`src/rtl/id_ex_stage.sv`:
```
// ID/EX pipeline stage: main + skid buffering of decoded instructions, operand
// forwarding from EX/MEM and MEM/WB, and load-use stall in front of the ALU.
module id_ex_stage #(
    parameter int unsigned N_BITS     = 32,
    parameter int unsigned N_REG_BITS = 5
) (
    input  logic                  clk,
    input  logic                  rst,
    // decode side
    input  logic                  in_valid,
    output logic                  in_ready,
    input  logic [3:0]            in_alu_op,
    input  logic [N_REG_BITS-1:0] in_rs1_addr,
    input  logic [N_REG_BITS-1:0] in_rs2_addr,
    input  logic [N_BITS-1:0]     in_rs1_data,
    input  logic [N_BITS-1:0]     in_rs2_data,
    input  logic [N_BITS-1:0]     in_imm,
    input  logic                  in_use_imm,
    input  logic [N_REG_BITS-1:0] in_rd_addr,
    input  logic                  in_rd_wen,
    input  logic                  flush,
    // result buses
    input  logic                  fwd_ex_wen,
    input  logic [N_REG_BITS-1:0] fwd_ex_rd,
    input  logic [N_BITS-1:0]     fwd_ex_data,
    input  logic                  fwd_ex_is_load,
    input  logic                  fwd_wb_wen,
    input  logic [N_REG_BITS-1:0] fwd_wb_rd,
    input  logic [N_BITS-1:0]     fwd_wb_data,
    // ALU / EX-MEM side
    output logic                  out_valid,
    input  logic                  out_ready,
    output logic [3:0]            alu_op,
    output logic [N_BITS-1:0]     alu_in0,
    output logic [N_BITS-1:0]     alu_in1,
    output logic [N_REG_BITS-1:0] out_rd_addr,
    output logic                  out_rd_wen
);

    localparam int unsigned OP_BITS = 4;

    typedef struct packed {
        logic [OP_BITS-1:0]    alu_op;
        logic [N_REG_BITS-1:0] rs1_addr;
        logic [N_REG_BITS-1:0] rs2_addr;
        logic [N_BITS-1:0]     rs1_data;
        logic [N_BITS-1:0]     rs2_data;
        logic [N_BITS-1:0]     imm;
        logic                  use_imm;
        logic [N_REG_BITS-1:0] rd_addr;
        logic                  rd_wen;
    } entry_t;

    entry_t main_q, main_n;
    entry_t skid_q, skid_n;
    entry_t in_entry;
    logic   main_valid, main_valid_n;
    logic   skid_valid, skid_valid_n;
    logic   accept;
    logic   fire;
    logic   hazard;
    logic   rs1_nz, rs2_nz;
    logic   rs1_ex_hit, rs2_ex_hit;

    assign in_entry = '{
        alu_op:   in_alu_op,
        rs1_addr: in_rs1_addr,
        rs2_addr: in_rs2_addr,
        rs1_data: in_rs1_data,
        rs2_data: in_rs2_data,
        imm:      in_imm,
        use_imm:  in_use_imm,
        rd_addr:  in_rd_addr,
        rd_wen:   in_rd_wen
    };

    // skid_valid is a flop, so in_ready is a registered signal
    assign in_ready = ~skid_valid;
    assign accept   = in_valid & in_ready;
    assign fire     = out_valid & out_ready;

    // Load-use stall: a load result is not available on the EX/MEM bus yet
    assign rs1_nz     = (main_q.rs1_addr != '0);
    assign rs2_nz     = (main_q.rs2_addr != '0);
    assign rs1_ex_hit = (fwd_ex_rd == main_q.rs1_addr);
    assign rs2_ex_hit = (fwd_ex_rd == main_q.rs2_addr) & ~main_q.use_imm;
    assign hazard     = main_valid & fwd_ex_is_load & fwd_ex_wen & (fwd_ex_rd != '0)
                      & (rs1_ex_hit | rs2_ex_hit);
    assign out_valid  = main_valid & ~hazard;

    assign alu_op      = main_q.alu_op;
    assign out_rd_addr = main_q.rd_addr;
    assign out_rd_wen  = main_q.rd_wen;

    // Operand forwarding: EX/MEM has priority over MEM/WB, x0 never forwarded
    always_comb begin
        alu_in0 = main_q.rs1_data;
        alu_in1 = main_q.rs2_data;
        if (fwd_ex_wen && rs1_nz && (fwd_ex_rd == main_q.rs1_addr)) begin
            alu_in0 = fwd_ex_data;
        end else if (fwd_wb_wen && rs1_nz && (fwd_wb_rd == main_q.rs1_addr)) begin
            alu_in0 = fwd_wb_data;
        end
        if (main_q.use_imm) begin
            alu_in1 = main_q.imm;
        end else if (fwd_ex_wen && rs2_nz && (fwd_ex_rd == main_q.rs2_addr)) begin
            alu_in1 = fwd_ex_data;
        end else if (fwd_wb_wen && rs2_nz && (fwd_wb_rd == main_q.rs2_addr)) begin
            alu_in1 = fwd_wb_data;
        end
    end

    // Main/skid next state; main always holds the older entry
    always_comb begin
        main_n       = main_q;
        skid_n       = skid_q;
        main_valid_n = main_valid;
        skid_valid_n = skid_valid;
        if (flush) begin
            main_valid_n = 1'b0;
            skid_valid_n = 1'b0;
        end else if (!main_valid) begin
            if (accept) begin
                main_n       = in_entry;
                main_valid_n = 1'b1;
            end
        end else if (fire) begin
            if (skid_valid) begin
                main_n = skid_q;
                if (accept) begin
                    skid_n = in_entry;
                end else begin
                    skid_valid_n = 1'b0;
                end
            end else if (accept) begin
                main_n = in_entry;
            end else begin
                main_valid_n = 1'b0;
            end
        end else if (accept) begin
            skid_n       = in_entry;
            skid_valid_n = 1'b1;
        end
    end

    always_ff @(posedge clk or posedge rst) begin
        if (rst) begin
            main_q     <= '0;
            skid_q     <= '0;
            main_valid <= 1'b0;
            skid_valid <= 1'b0;
        end else begin
            main_q     <= main_n;
            skid_q     <= skid_n;
            main_valid <= main_valid_n;
            skid_valid <= skid_valid_n;
        end
    end

endmodule

```
`config.mk`:
```
export PLATFORM = sky130hd
export DESIGN_NAME = id_ex_stage
export DESIGN_NICKNAME = d
export VERILOG_FILES = /design/src/rtl/id_ex_stage.sv
export SDC_FILE = /design/constraint.sdc
export NUM_CORES = 1
export LEC_CHECK = 0
export BUFFER_PORTS_ARGS = -buffer_cell sky130_fd_sc_hd__buf_2
export CORE_ASPECT_RATIO = 0.9
export CORE_MARGIN = 2
export CORE_UTILIZATION = 55
export CTS_BUF_LIST = sky130_fd_sc_hd__clkbuf_16
export CTS_CLUSTER_SIZE = 24
export DETAILED_ROUTE_END_ITERATION = 16
export PLACE_DENSITY = 0.82
export SKIP_CTS_REPAIR_TIMING = 1
export SLEW_MARGIN = 20
export SYNTH_ARGS = -nofsm -noshare
export SYNTH_HDL_FRONTEND = slang
export SYNTH_SLANG_ARGS = --single-unit
```
`constraint.sdc`:
```
create_clock -name clk -period 21.8 [get_ports clk]
set_input_delay 4.36 -clock clk [delete_from_list [all_inputs] [get_ports clk]]
set_output_delay 4.36 -clock clk [all_outputs]
set_load 0.02 [all_outputs]
```
* Word level (Yosys, flattened, before mapping)
Cells that the tools add are included.
** Storage, ports and cells
- Bits in registers :: 236
- Output and inout port bits :: 76
- Input bits :: 199
- Logic and storage cells :: 77
** Operators by class
- Bitwise logic cells :: 13
- Reductions and logical operators :: 16
- Mux-type cells :: 22
- Equal/unequal tests :: 6
** Operators with widths (number)
- 2-to-1 mux 117 bit :: 7
- 2-to-1 mux 32 bit :: 5
- equality test 5 bit :: 4
- nonzero test 5 bit :: 3
- 2-to-1 mux 1 bit :: 10
- bitwise AND 1 bit :: 8
- logical AND 1 bit :: 8
- NOT 1 bit :: 4
- AND reduction 2 bit :: 2
- AND reduction 3 bit :: 1
- nonzero test 3 bit :: 1
- != test 2 x 1 -> 1 bit (second input constant) :: 1
- != test 2 bit (second input constant) :: 1
- nonzero test 2 bit :: 1
- bitwise OR 1 bit :: 1

* Depth between registers and ports, before layout
Gate-level depths: netlist (run 1).
- Depth in word-level cells :: 10
- Depth in mapped cells :: 8
- Mapped depth without buffers :: 6

* Worst setup path after synthesis (run 1)
No wires, ideal clock.
- Kind :: input to output
- Start point :: input fwd_wb_rd[0]
- End point :: output alu_in1[10]
- Slack :: 11390 ps
- Path buffers :: 2
- Arrival :: 6050 ps
- Data required time :: 17440 ps
- Stages on the path :: 8
- Path through :: xor2_1 nor4_1 and4_1 clkbuf_1 buf_2 mux2_2 mux2i_1 o21ai_0
** Between the ends
- Longest elaborated chain between the ends :: 5
** RTL lines
- start, declared :: line 28 : input logic [N_REG_BITS-1:0] fwd_wb_rd,
- equality test 5 bit :: line 108 : end else if (fwd_wb_wen && rs2_nz && (fwd_wb_rd == main_q.rs2_addr)) begin
- logical AND 1 bit :: line 108
- 2-to-1 mux 32 bit :: line 108
- 2-to-1 mux 32 bit :: line 106 : end else if (fwd_ex_wen && rs2_nz && (fwd_ex_rd == main_q.rs2_addr)) begin
- 2-to-1 mux 32 bit :: line 104 : if (main_q.use_imm) begin
- end, declared :: line 35 : output logic [N_BITS-1:0] alu_in1,
No other way between the ends.

* Worst setup path after layout (run 1)
- Start point :: input fwd_ex_rd[2]
- End point :: output alu_in1[18]
** Between the ends
- Longest elaborated chain between the ends :: 4
** RTL lines
- start, declared :: line 24 : input logic [N_REG_BITS-1:0] fwd_ex_rd,
- equality test 5 bit :: line 106
- logical AND 1 bit :: line 106
- 2-to-1 mux 32 bit :: line 106
- 2-to-1 mux 32 bit :: line 104
No other way between the ends.

==> impl_summary.log, run 1 <==
[metrics] launch point of the critical path: fwd_ex_rd[2]
[metrics] Core Region: between 20000 and 25000 um2
[metrics] net count after synthesis: between 1000 and 1500
[metrics] via count: around 9000
[metrics] EDFF count, synth: 0
[metrics] cell mode on critical path: sky130_fd_sc_hd__buf_2
[metrics] number of buffer and inverter instances along the worst setup path: 3
[metrics] # IOs: roughly 280
[metrics] Leakage Power: slightly above 6 nW
[metrics] end of the worst hold path: skid_q[68]
[metrics] Largest delay share family, worst path: simple AND/OR/NAND/NOR gates
[metrics] worst reg2reg path endpoint: skid_q[24]
[metrics] CP Data Required Time: around 17 ns
[metrics] area fraction of the dominant cell type after synthesis: 51.7%
[metrics] hpwl dp: 20.7 mm
[metrics] wire length per cell after detailed routing: 22.0 um
[metrics] final number of max-transition violations: 0
[metrics] # rows: 49
[metrics] synthesized instance count: about 960
[metrics] CTS sink count: between 200 and 250
[metrics] TritonCTS clock tree: yes
[metrics] RSZ-0062 raised after global routing: no
[metrics] combined global-route utilization of all metal layers: 29.1%
[metrics] critical path type: in -> out
[metrics] Cell Area, Synth: around 11000 um2
[metrics] cell with the most instances after synthesis: sky130_fd_sc_hd__dfrtp_1
[metrics] type of origin of the critical path: input pin
[metrics] run status: finished, final reports clean
[metrics] number of cells traversed by the worst register-to-register path: 6
[metrics] Post-synth ARST share: 100%
[metrics] endpoint class of the critical path: primary output
[metrics] area of the die: 21900 um2
[metrics] PwrDens: between 100 and 150 nW/um2
[metrics] leading register cell type out of synthesis: sky130_fd_sc_hd__dfrtp_1
[metrics] drt first-iter violations: ~710
[metrics] Worst Min Path Start: skid_q[68]
[metrics] Setup TNS: 0 ns
[metrics] data arrival at the endpoint of the critical path: between 6 and 7 ns
[metrics] Via density: 6.29
[metrics] total number of yosys warnings: 0
[metrics] clock-pin slew of the registers on the worst-case setup and hold paths: 0.06 ns
[metrics] number of distinct library cell variants in the gate-level netlist after synthesis: 37
[metrics] flop and latch count out of synthesis: around 240
[metrics] Critical Path Max Stage Delay: a little over 0.8 ns
[metrics] most common library cells after synthesis: sky130_fd_sc_hd__dfrtp_1 (236), sky130_fd_sc_hd__mux2_2 (119), sky130_fd_sc_hd__a2bb2oi_1 (117), sky130_fd_sc_hd__o22ai_1 (117), sky130_fd_sc_hd__nand2_1 (71)
[metrics] total of max-cap violations: 0
[metrics] fraction of layout cells with a size suffix above 1: 37.4%
[metrics] Yosys top cell by area: sky130_fd_sc_hd__dfrtp_1
[metrics] fin nets: 1385
[metrics] cell at the root of the clock tree: sky130_fd_sc_hd__clkbuf_16
[metrics] total DRC errors in the routed layout: 0
[metrics] worst setup timing slack at the placement stage: roughly 11 ns
[metrics] maximum ir drop on the vdd rail: just under 0.07 mV
[metrics] sequential area share after synthesis: 51.7%
[metrics] final clock period utilization by the worst path: a little over half
[metrics] kind of path behind the tightest hold check: reg -> reg
[metrics] largest fanout on the critical path: 21
[metrics] launch instance of the worst register-to-register path: skid_valid
[metrics] slowest stage cell on the critical path: sky130_fd_sc_hd__nand4_1
[metrics] worst hold margin: between 0.4 and 0.5 ns
[metrics] pin count of the biggest net entering global routing: 95
[metrics] total length of routed wires: 32.2 mm
[metrics] count of TritonRoute iterations in the first routing pass: 5
[metrics] Slew headroom: between 20% and 30%
[metrics] cell depth of the worst hold path: 1
[metrics] number of global-route vias before repair: slightly above 9000
[metrics] mean cell area of the mapped netlist: 11.8 um2
[metrics] Chip Width: roughly 160 um
[metrics] number of buffers between clock root and the deepest sink: 3
[metrics] Setup Viol. Count Final: 0
[metrics] PortBufs: about 270
[metrics] peak clock frequency supported by timing: between 80 and 90 MHz
[metrics] post-route antenna net violation count: 0
[metrics] Final Power: about 0.0014 W
[metrics] first-pass GRT wire length: between 50 and 60 mm
[metrics] H-tree lvl count: 1
[metrics] cell-by-cell trace of the critical path: buf_2, xor2_1, nor3_1, nand4_1, buf_4, mux2i_1, o21ai_0, buf_2
[metrics] effective utilization at floorplan: 56.6%
[metrics] final period demand of the worst path: 11.34 ns
[metrics] measured slew at the worst slew-check pin: around 1.2 ns
[metrics] largest cells by area after synthesis: sky130_fd_sc_hd__dfrtp_1 (52%), sky130_fd_sc_hd__mux2_2 (12%), sky130_fd_sc_hd__a2bb2oi_1 (9.0%)
[metrics] vertical die dimension: around 140 um
[metrics] Reg2Reg Setup Slack: between 15 and 20 ns
[metrics] number of antenna violations at the first check in global routing: 4
[metrics] post-synthesis to final-layout area growth: 19.0%
[metrics] Final GP Congestion: between 0.8 and 0.9
[metrics] worst setup skew after layout: 0.0130 ns
[metrics] later-pin clock latency in the skew report: 0.51 ns
[metrics] global-route congestion overflow total: 0
[metrics] TritonCTS buffer count: 24
[metrics] final count of hold timing violations: 0
[metrics] post-layout worst setup margin: between 10 and 15 ns
cells in the final DEF (no fill, tap or decap), types with 8 or more instances in the layout:
master / count
sky130_fd_sc_hd__a2bb2oi_1: 117
sky130_fd_sc_hd__buf_2: 274
sky130_fd_sc_hd__buf_4: 16
sky130_fd_sc_hd__clkbuf_16: 25
sky130_fd_sc_hd__dfrtp_1: 235
sky130_fd_sc_hd__inv_1: 11
sky130_fd_sc_hd__mux2_1: 30
sky130_fd_sc_hd__mux2_2: 119
sky130_fd_sc_hd__mux2i_1: 64
sky130_fd_sc_hd__nand2_1: 69
sky130_fd_sc_hd__o21ai_0: 57
sky130_fd_sc_hd__o21ai_1: 8
sky130_fd_sc_hd__o22ai_1: 117
sky130_fd_sc_hd__xor2_1: 14
worst max path at each step:
stage                        to  slack [ns]  depth (start not counted)
CTS                  alu_in1[8]       10.54                          8
global route         alu_in1[8]       10.33                          8
floorplan             alu_op[0]       10.97                          1
finish              alu_in1[18]       10.46                          8
global placement     alu_in1[9]       10.72                          8
detailed placement  alu_in1[18]       10.56                          8
cells by family (layout without fill, tap and decap cells):
kind of cell,Yosys count,count (layout),synth area share (%)
xor+xnor,20,20,1.53
simple gates,90,90,3.39
mux,213,213,20.3
buf+inv,97,337,4.12
compound gates,308,308,18.9
flops,236,236,51.7
other cells,0,4,0
layer usage:
layer  track usage [%]  part of all wire, %  vias up
li1                  -                    -     4113
met1              39.6                   42     4613
met2              47.7                   48      425
met3              6.24                  8.2       56
met4              7.53                  2.4        2
met5                 0                0.040        -
area by class of cell:
class | instances | area (um2)
Inverter | 3 | 18.8
Antenna cell | 4 | 10.0
Tap cell | 255 | 319
Clock buffer | 25 | 626
Multi-Input combinational cell | 631 | 5080
Sequential cell | 236 | 5910
Fill cell | 1510 | 6590
Timing Repair Buffer | 290 | 1490
Clock inverter | 19 | 129
through the flow:
step	instance area, um2	std cells	utilization [%]
after detailed placement	12800	1415	63.6
after global routing	13600	1459	67.3
after global placement	12800	1415	63.6
after floorplan	11400	964	-
final	13600	1463	67.3
after CTS	13600	1459	67.3
sequential cells by signal, indices dropped and copies added (netlist names):
signal	flops
skid_q	117
main_q	107
main_valid	1
out_rd_addr	5
out_rd_wen	1
skid_valid	1
alu_op	4
where the power goes:
group,total (W),internal (W),switching [W]
sequential,0.000618,0.000549,0.0000691
clock,0.000400,0.000230,0.000171
combinational,0.000353,0.000172,0.000181
(Power assumes the default switching activity.)
==> run 2: changes to the inputs <==
--- a/config.mk
+++ b/config.mk
@@ -8,11 +8,11 @@
 export BUFFER_PORTS_ARGS = -buffer_cell sky130_fd_sc_hd__buf_2
 export CORE_ASPECT_RATIO = 0.9
 export CORE_MARGIN = 2
-export CORE_UTILIZATION = 55
+export CORE_UTILIZATION = 49
 export CTS_BUF_LIST = sky130_fd_sc_hd__clkbuf_16
 export CTS_CLUSTER_SIZE = 24
 export DETAILED_ROUTE_END_ITERATION = 16
-export PLACE_DENSITY = 0.82
+export PLACE_DENSITY = 0.77
 export SKIP_CTS_REPAIR_TIMING = 1
 export SLEW_MARGIN = 20
 export SYNTH_ARGS = -nofsm -noshare
==> constraint.sdc (replaced) <==
create_clock -name clk -period 9.8 [get_ports clk]
set_input_delay 1.96 -clock clk [delete_from_list [all_inputs] [get_ports clk]]
set_output_delay 1.96 -clock clk [all_outputs]
set_load 0.02 [all_outputs]
==> run 2 against run 1 <==
Routed wire length is 0.36% higher. Register-to-register slack got worse by 14 ns. Worst setup slack worse by 7.1 ns. Clock power grew 120%. Clock-buffer cell count unchanged. Combinational power increased by 120%. First-iteration DRC count is 24% lower. Critical path type unchanged.
==> impl_summary.log, run 2 (synthesis results as in run 1) <==
[metrics] share of power burned in combinational logic: 25.5% (was 25.7%)
[metrics] H-tree lvl count: 1 (unchanged)
[metrics] peak clock frequency supported by timing: 155 MHz
[metrics] most frequent cells in the layout: sky130_fd_sc_hd__buf_2 (274), sky130_fd_sc_hd__dfrtp_1 (235), sky130_fd_sc_hd__mux2_2 (119) (unchanged)
[metrics] RSZ-0062 raised after global routing: no (unchanged)
[metrics] total DRC errors in the routed layout: 0 (unchanged)
[metrics] TritonCTS clock tree: yes (unchanged)
[metrics] Layout fillers: 1867 (was 1510)
[metrics] wire length per cell after detailed routing: 21.5 um (was 22.0 um)
[metrics] Largest register FFs: 117 (unchanged)
[metrics] later-pin clock latency in the skew report: 0.51 ns (about the same)
[metrics] effective utilization at floorplan: 50.3% (was 56.6%)
[metrics] switch share: 30.5% (was 30.7%)
[metrics] combined global-route utilization of all metal layers: 25.9% (was 29.1%)
[metrics] worst setup skew after layout: 0.0132 ns (was 0.0130 ns)
[metrics] pin count of the biggest net entering global routing: 93 (was 95)
[metrics] PwrDens: 223 nW/um2 (was 101 nW/um2)
[metrics] via count: 9054 (was 9209)
[metrics] endpoint class of the critical path: primary output (unchanged)
[metrics] data arrival at the endpoint of the critical path: 4.49 ns (was 6.98 ns)
[metrics] most common library cell in the layout ignoring fill and taps: sky130_fd_sc_hd__buf_2 (unchanged)
[metrics] # rows: 52 (was 49)
[metrics] number of buffers between clock root and the deepest sink: 3 (unchanged)
[metrics] final count of hold timing violations: 0 (unchanged)
[metrics] final clock period utilization by the worst path: 65.8%
[metrics] TritonCTS buffer count: 25 (was 24)
[metrics] drt first-iter violations: 539 (was 705)
[metrics] count of TritonRoute iterations in the first routing pass: 4 (was 5)
[metrics] Leakage Power: 6.24 nW (was 6.23 nW)
[metrics] area of the die: 24500 um2 (was 21900 um2)
[metrics] maximum ir drop on the vdd rail: 0.142 mV (was 0.0687 mV)
[metrics] clock-pin slew of the registers on the worst-case setup and hold paths: 0.06 ns (about the same)
[metrics] CP Data Required Time: 7.84 ns (was 17.44 ns)
[metrics] net switching power: 0.000929 W (was 0.000421 W)
[metrics] largest fanout on the critical path: 21 (unchanged)
[metrics] number of antenna violations at the first check in global routing: 6 (was 4)
[metrics] post-route antenna net violation count: 0 (unchanged)
[metrics] Setup Viol. Count Final: 0 (unchanged)
[metrics] Final GP Congestion: 0.830 (was 0.820)
[metrics] PortBufs: 274 (unchanged)
[metrics] Chip Width: 165 um (was 156 um)
[metrics] kind of path behind the tightest hold check: reg -> reg (unchanged)
[metrics] measured slew at the worst slew-check pin: 1.12 ns (was 1.19 ns)
[metrics] CTS sink count: 236 (unchanged)
[metrics] worst hold margin: 0.491 ns (about the same)
[metrics] total of max-cap violations: 0 (unchanged)
[metrics] fraction of layout cells with a size suffix above 1: 37.5% (was 37.4%)
[metrics] Seq pwr share: 45.3% (was 45.1%)
[metrics] critical path type: in -> out (unchanged)
[metrics] type of origin of the critical path: input pin (unchanged)
[metrics] final number of max-transition violations: 0 (unchanged)
[metrics] cell at the root of the clock tree: sky130_fd_sc_hd__clkbuf_16 (unchanged)
[metrics] cell area after layout: 13700 um2 (was 13600 um2)
[metrics] hpwl dp: 21.0 mm (was 20.7 mm)
[metrics] fin nets: 1386 (was 1385)
[metrics] run status: finished, final reports clean (unchanged)
[metrics] post-synthesis to final-layout area growth: 19.7% (was 19.0%)
[metrics] placed inst area: 12900 um2 (was 12800 um2)
[metrics] number of global-route vias before repair: 9030 (was 9308)
[metrics] Slew headroom: 25.3% (was 20.5%)
[metrics] Via density: 6.02 (was 6.29)
[metrics] Core Region: 22700 um2 (was 20200 um2)
[metrics] cell-internal power: 0.00212 W (was 0.000951 W)
[metrics] count of non-filler cells in the finished layout: 1504 (was 1463)
[metrics] post-placement cell count: 1456 (was 1415)
[metrics] vertical die dimension: 149 um (was 141 um)
[metrics] share of power burned in the clock network: 29.2% (about the same)
[metrics] total length of routed wires: 32.3 mm (was 32.2 mm)
[metrics] Setup TNS: 0 ns (unchanged)
[metrics] # IOs: 275 (unchanged)
[metrics] final period demand of the worst path: 6.45 ns
[metrics] first-pass GRT wire length: 50.1 mm (was 51.0 mm)
[metrics] Storage cell area: 5910 um2 (unchanged)
[metrics] Largest Register: skid_q (unchanged)
[metrics] global-route congestion overflow total: 0 (unchanged)
[metrics] area of combinational cells with multiple inputs: 5080 um2 (unchanged)
run 2: cell types whose count changed in the layout (fill, tap and decap cells not counted), sizes merged:
cell / previous run / this run
clkinv: 8 / 10
inv: 12 / 10
diode: 4 / 3
run 2: metal layers:
layer	global-route usage, %	part of all wire [%]
met2	41.0	46
met3	5.81	8.2
met5	0	0.13
met4	7.30	2.7
met1	36.1	43
run 2: worst max-delay path, cell delays in order:
cell and delay [ns]:
sky130_fd_sc_hd__buf_2 0.12, sky130_fd_sc_hd__xor2_1 0.14, sky130_fd_sc_hd__nor3_1 0.27, sky130_fd_sc_hd__nand4_1 0.84, sky130_fd_sc_hd__buf_4 0.59, sky130_fd_sc_hd__mux2i_1 0.18
sky130_fd_sc_hd__o21ai_0 0.16, sky130_fd_sc_hd__buf_2 0.19
run 2: power by group through the flow:
| stage | clock [W] | sequential [W] | combinational, W |
|---|---|---|---|
| floorplan | 0 | 0.00133 | 0.000573 |
| global placement | 0 | 0.00138 | 0.000759 |
| detailed placement | 0 | 0.00139 | 0.000778 |
| CTS | 0.000908 | 0.00137 | 0.000779 |
| global route | 0.000949 | 0.00141 | 0.000842 |
| finish | 0.000889 | 0.00138 | 0.000775 |
run 2: layout make-up:
| class | count | area share [%] |
|---|---|---|
| Timing Repair Buffer | 290 | 11.1 |
| Clock inverter | 19 | 0.952 |
| Sequential cell | 236 | 43.2 |
| Multi-Input combinational cell | 631 | 37.2 |
| Antenna cell | 3 | 0.0549 |
| Clock buffer | 25 | 4.58 |
| Inverter | 3 | 0.137 |
| Tap cell | 297 | 2.72 |
run 2: worst paths after layout:
| check | from | endpoint | slack, ns | cells past startpoint |
|---|---|---|---|---|
| worst max-delay path | fwd_ex_rd[2] | alu_in1[14] | 3.35 | 8 |
| worst min-delay path | skid_q[55] | skid_q[55] | 0.49 | 1 |
| worst max register to register | skid_valid | skid_q[5] | 5.42 | 8 |
| worst min register to register | skid_q[55] | skid_q[55] | 0.49 | 1 |
| max in group asynchronous | rst | skid_q[63] | 6.83 | 3 |
| min in group asynchronous | rst | skid_q[109] | 1.54 | 2 |
run 2: stage by stage:
step                utilization (%)  setup slack [ns]  power (W)
global route                   60.2              3.12    0.00320
detailed placement             56.7              3.33    0.00217
floorplan                         -              1.37    0.00191
CTS                            60.0              3.33    0.00306
finish                         60.2              3.35    0.00304
global placement               56.6              3.42    0.00214
==> run 3: changes to the inputs <==
--- a/config.mk
+++ b/config.mk
@@ -5,14 +5,15 @@
 export SDC_FILE = /design/constraint.sdc
 export NUM_CORES = 1
 export LEC_CHECK = 0
+export ABC_AREA = 1
 export BUFFER_PORTS_ARGS = -buffer_cell sky130_fd_sc_hd__buf_2
 export CORE_ASPECT_RATIO = 0.9
 export CORE_MARGIN = 2
-export CORE_UTILIZATION = 49
+export CORE_UTILIZATION = 51
 export CTS_BUF_LIST = sky130_fd_sc_hd__clkbuf_16
 export CTS_CLUSTER_SIZE = 24
 export DETAILED_ROUTE_END_ITERATION = 16
-export PLACE_DENSITY = 0.77
+export PLACE_DENSITY = 0.78
 export SKIP_CTS_REPAIR_TIMING = 1
 export SLEW_MARGIN = 20
 export SYNTH_ARGS = -nofsm -noshare
==> constraint.sdc (replaced) <==
create_clock -name clk -period 5.3 [get_ports clk]
set_input_delay 1.06 -clock clk [delete_from_list [all_inputs] [get_ports clk]]
set_output_delay 1.06 -clock clk [all_outputs]
set_load 0.02 [all_outputs]
==> run 3 against run 2 <==
Power increased by 110%. Cell area increased by 15%. Non-clock buffer count increased by 11. Utilization increased by 0.25 points. Sequential power increased by 86%. Flip-flop and latch count unchanged. Cell count increased by 64%. Clock-buffer cell count increased by 2. Combinational power increased to 2.6 times the previous value. Synthesized cell count increased by 99%. Global-route usage increased by 10 points. Via count increased by 61%. Critical path type unchanged. Critical endpoint is now alu_in1[26]. Largest power group unchanged. Highest routed layer unchanged.
==> impl_summary.log, run 3 <==
[metrics] largest cells by area after synthesis: sky130_fd_sc_hd__dfrtp_1 (44%), sky130_fd_sc_hd__nand2_1 (19%), sky130_fd_sc_hd__nand3_1 (14%) (was sky130_fd_sc_hd__dfrtp_1 (52%), sky130_fd_sc_hd__mux2_2 (12%), sky130_fd_sc_hd__a2bb2oi_1 (9.0%))
[metrics] total of max-cap violations: 0 (unchanged)
[metrics] final period demand of the worst path: ~4.2 ns
[metrics] cell-internal power: 0.00398 W (was 0.00212 W)
[metrics] effective utilization at floorplan: 52.0% (was 50.3%)
[metrics] drt first-iter violations: 2092 (was 539)
[metrics] Storage cell area: 5910 um2 (about the same)
[metrics] TritonCTS clock tree: yes (unchanged)
[metrics] first-pass GRT wire length: 78.6 mm (was 50.1 mm)
[metrics] Largest delay share family, worst path: simple AND/OR/NAND/NOR gates (unchanged)
[metrics] data arrival at the endpoint of the critical path: 3.18 ns (was 4.49 ns)
[metrics] number of distinct library cell variants in the gate-level netlist after synthesis: 32 (was 37)
[metrics] endpoint class of the critical path: primary output (unchanged)
[metrics] total number of yosys warnings: 0 (unchanged)
[metrics] most common library cells after synthesis: sky130_fd_sc_hd__nand2_1 (691), sky130_fd_sc_hd__nand3_1 (370), sky130_fd_sc_hd__dfrtp_1 (236), sky130_fd_sc_hd__nor2_1 (155), sky130_fd_sc_hd__o22ai_1 (117) (was sky130_fd_sc_hd__dfrtp_1 (236), sky130_fd_sc_hd__mux2_2 (119), sky130_fd_sc_hd__a2bb2oi_1 (117), sky130_fd_sc_hd__o22ai_1 (117), sky130_fd_sc_hd__nand2_1 (71))
[metrics] fin nets: 2290 (was 1386)
[metrics] final number of max-transition violations: 0 (unchanged)
[metrics] # IOs: 275 (unchanged)
[metrics] # rows: 56 (was 52)
[metrics] flop and latch count out of synthesis: 236 (unchanged)
[metrics] most common library cell in the layout ignoring fill and taps: sky130_fd_sc_hd__nand2_1 (was sky130_fd_sc_hd__buf_2)
[metrics] final clock period utilization by the worst path: ~80%
[metrics] fraction of layout cells with a size suffix above 1: 17.2% (was 37.5%)
[metrics] net count after synthesis: 2119 (was 1163)
[metrics] maximum ir drop on the vdd rail: 0.207 mV (was 0.142 mV)
[metrics] worst setup skew after layout: 0.0193 ns (was 0.0132 ns)
[metrics] area of the die: 27900 um2 (was 24500 um2)
[metrics] Largest Register: skid_q (unchanged)
[metrics] sequential area share after synthesis: 43.6% (was 51.7%)
[metrics] number of antenna violations at the first check in global routing: 8 (was 6)
[metrics] post-synthesis to final-layout area growth: 16.2% (was 19.7%)
[metrics] switch share: 38.4% (was 30.5%)
[metrics] Yosys top cell by area: sky130_fd_sc_hd__dfrtp_1 (unchanged)
[metrics] vertical die dimension: 159 um (was 149 um)
[metrics] EDFF count, synth: 0 (unchanged)
[metrics] Layout fillers: 2468 (was 1867)
[metrics] run status: finished, final reports clean (unchanged)
[metrics] area of combinational cells with multiple inputs: 6720 um2 (was 5080 um2)
[metrics] wire length per cell after detailed routing: 20.7 um (was 21.5 um)
[metrics] peak clock frequency supported by timing: 236 MHz
[metrics] number of buffers between clock root and the deepest sink: 3 (unchanged)
[metrics] share of power burned in the clock network: 28.6% (was 29.2%)
[metrics] Final GP Congestion: 0.944 (was 0.830)
[metrics] largest fanout on the critical path: 64 (was 21)
[metrics] Via density: 5.93 (was 6.02)
[metrics] TritonCTS buffer count: 27 (was 25)
[metrics] cell with the most instances after synthesis: sky130_fd_sc_hd__nand2_1 (was sky130_fd_sc_hd__dfrtp_1)
[metrics] kind of path behind the tightest hold check: reg -> reg (unchanged)
[metrics] PwrDens: 410 nW/um2 (was 223 nW/um2)
[metrics] H-tree lvl count: 1 (unchanged)
[metrics] leading register cell type out of synthesis: sky130_fd_sc_hd__dfrtp_1 (unchanged)
[metrics] number of buffer and inverter instances along the worst setup path: 3 (unchanged)
[metrics] CP Data Required Time: 4.24 ns (was 7.84 ns)
[metrics] Leakage Power: 8.53 nW (was 6.24 nW)
[metrics] Slew headroom: 31.4% (was 25.3%)
[metrics] later-pin clock latency in the skew report: 0.54 ns (was 0.51 ns)
[metrics] Critical Path Max Stage Delay: 0.65 ns (was 0.84 ns)
[metrics] final count of hold timing violations: 0 (unchanged)
[metrics] Largest register FFs: 117 (unchanged)
[metrics] Core Region: 26100 um2 (was 22700 um2)
[metrics] PortBufs: 274 (unchanged)
[metrics] pin count of the biggest net entering global routing: 148 (was 93)
[metrics] type of origin of the critical path: input pin (unchanged)
[metrics] clock-pin slew of the registers on the worst-case setup and hold paths: 0.06 ns (about the same)
[metrics] via count: 14600 (was 9054)
[metrics] area fraction of the dominant cell type after synthesis: 43.6% (was 51.7%)
[metrics] cell-by-cell trace of the critical path: buf_2, inv_1, nand2_1, nand2_1, nor2_1, nand3_1, nand3b_4, or2_0, nand3_1, nand2_1, buf_2 (was buf_2, xor2_1, nor3_1, nand4_1, buf_4, mux2i_1, o21ai_0, buf_2)
[metrics] Post-synth ARST share: 100% (unchanged)
[metrics] slowest stage cell on the critical path: sky130_fd_sc_hd__nand3b_4 (was sky130_fd_sc_hd__nand4_1)
[metrics] combined global-route utilization of all metal layers: 36.2% (was 25.9%)
[metrics] Cell Area, Synth: 13500 um2 (was 11400 um2)
[metrics] hpwl dp: 32.7 mm (was 21.0 mm)
[metrics] cell mode on critical path: sky130_fd_sc_hd__nand2_1 (was sky130_fd_sc_hd__buf_2)
[metrics] total length of routed wires: 51.1 mm (was 32.3 mm)
[metrics] count of TritonRoute iterations in the first routing pass: 8 (was 4)
[metrics] Chip Width: 176 um (was 165 um)
[metrics] total DRC errors in the routed layout: 0 (unchanged)
[metrics] Final Power: 0.00646 W (was 0.00304 W)
[metrics] post-route antenna net violation count: 0 (unchanged)
[metrics] number of global-route vias before repair: 13600 (was 9030)
[metrics] RSZ-0062 raised after global routing: no (unchanged)
[metrics] measured slew at the worst slew-check pin: 1.03 ns (was 1.12 ns)
[metrics] CTS sink count: 236 (unchanged)
[metrics] net switching power: 0.00248 W (was 0.000929 W)
[metrics] Setup TNS: 0 ns (unchanged)
[metrics] Setup Viol. Count Final: 0 (unchanged)
[metrics] most frequent cells in the layout: sky130_fd_sc_hd__nand2_1 (687), sky130_fd_sc_hd__nand3_1 (370), sky130_fd_sc_hd__buf_2 (274) (was sky130_fd_sc_hd__buf_2 (274), sky130_fd_sc_hd__dfrtp_1 (235), sky130_fd_sc_hd__mux2_2 (119))
[metrics] cell at the root of the clock tree: sky130_fd_sc_hd__clkbuf_16 (unchanged)
[metrics] share of power burned in combinational logic: 31.7% (was 25.5%)
[metrics] critical path type: in -> out (unchanged)
[metrics] mean cell area of the mapped netlist: 7.06 um2 (was 11.8 um2)
[metrics] synthesized instance count: 1920 (was 964)
[metrics] Seq pwr share: 39.7% (was 45.3%)
[metrics] global-route congestion overflow total: 0 (unchanged)
run 3: cells by family (layout without fill, tap and decap cells):
logic type             after synthesis  after routing  share of synthesized area [%]
XOR/XNOR                             9              9                          0.582
AO/OA/AOI/OAI                      168            168                           7.38
flip-flops                         236            236                           43.6
AND/OR/NAND/NOR                   1292           1292                           41.1
buffers and inverters              215            406                           7.34
other                                0              7                              0
run 3: power by group through the flow:
stage	Combinational, W	Clock [W]	Sequential [W]
floorplan	0.00137	0	0.00250
global placement	0.00198	0	0.00255
detailed placement	0.00201	0	0.00258
CTS	0.00202	0.00185	0.00256
global route	0.00226	0.00193	0.00262
finish	0.00205	0.00185	0.00257
run 3: final timing paths:
path                            slack (ns)          from  cells past startpoint     endpoint
min in group asynchronous             0.68           rst                      3    skid_q[3]
worst max register to register        1.87     main_q[6]                     11   skid_q[92]
max in group asynchronous             3.49           rst                      4    skid_q[7]
worst min register to register        0.47    main_q[71]                      2   main_q[71]
worst max-delay path                  1.06  fwd_ex_rd[3]                     11  alu_in1[26]
worst min-delay path                  0.47    main_q[71]                      2   main_q[71]
run 3: final cells by class:
class,count,share of cell area (%)
antenna,7,0.111
clock buffer,27,4.29
clock inverter,22,1.14
inverter,56,1.37
multi-input combinational,1469,42.7
sequential,236,37.5
tap,348,2.77
timing repair buffer,301,10.2
run 3: worst min-delay path: stages, from the launching register on:
cell and delay [ns]:
sky130_fd_sc_hd__dfrtp_1 0.34, sky130_fd_sc_hd__nand2_1 0.05, sky130_fd_sc_hd__nand2_1 0.05
run 3: layer usage:
metal | vias to the layer above | track usage [%] | part of all wire (%)
met5 | - | 0 | 0.051
met4 | 4 | 15.9 | 4.3
met3 | 120 | 9.19 | 12
met2 | 883 | 53.5 | 43
met1 | 6946 | 50.4 | 41
li1 | 6663 | - | -
run 3: through the flow:
stage	std cells	cell area (um2)	setup slack (ns)	hold WS (ns)	utilization [%]
5_1_grt	2465	15700	0.916	0.484	60.4
2_1_floorplan	1920	13600	1.15	0.442	-
3_5_place_dp	2410	14900	1.08	0.458	57.1
3_3_place_gp	2410	14900	1.13	0.453	57.1
6_report	2466	15700	1.06	0.471	60.4
4_1_cts	2459	15700	1.08	0.473	60.3
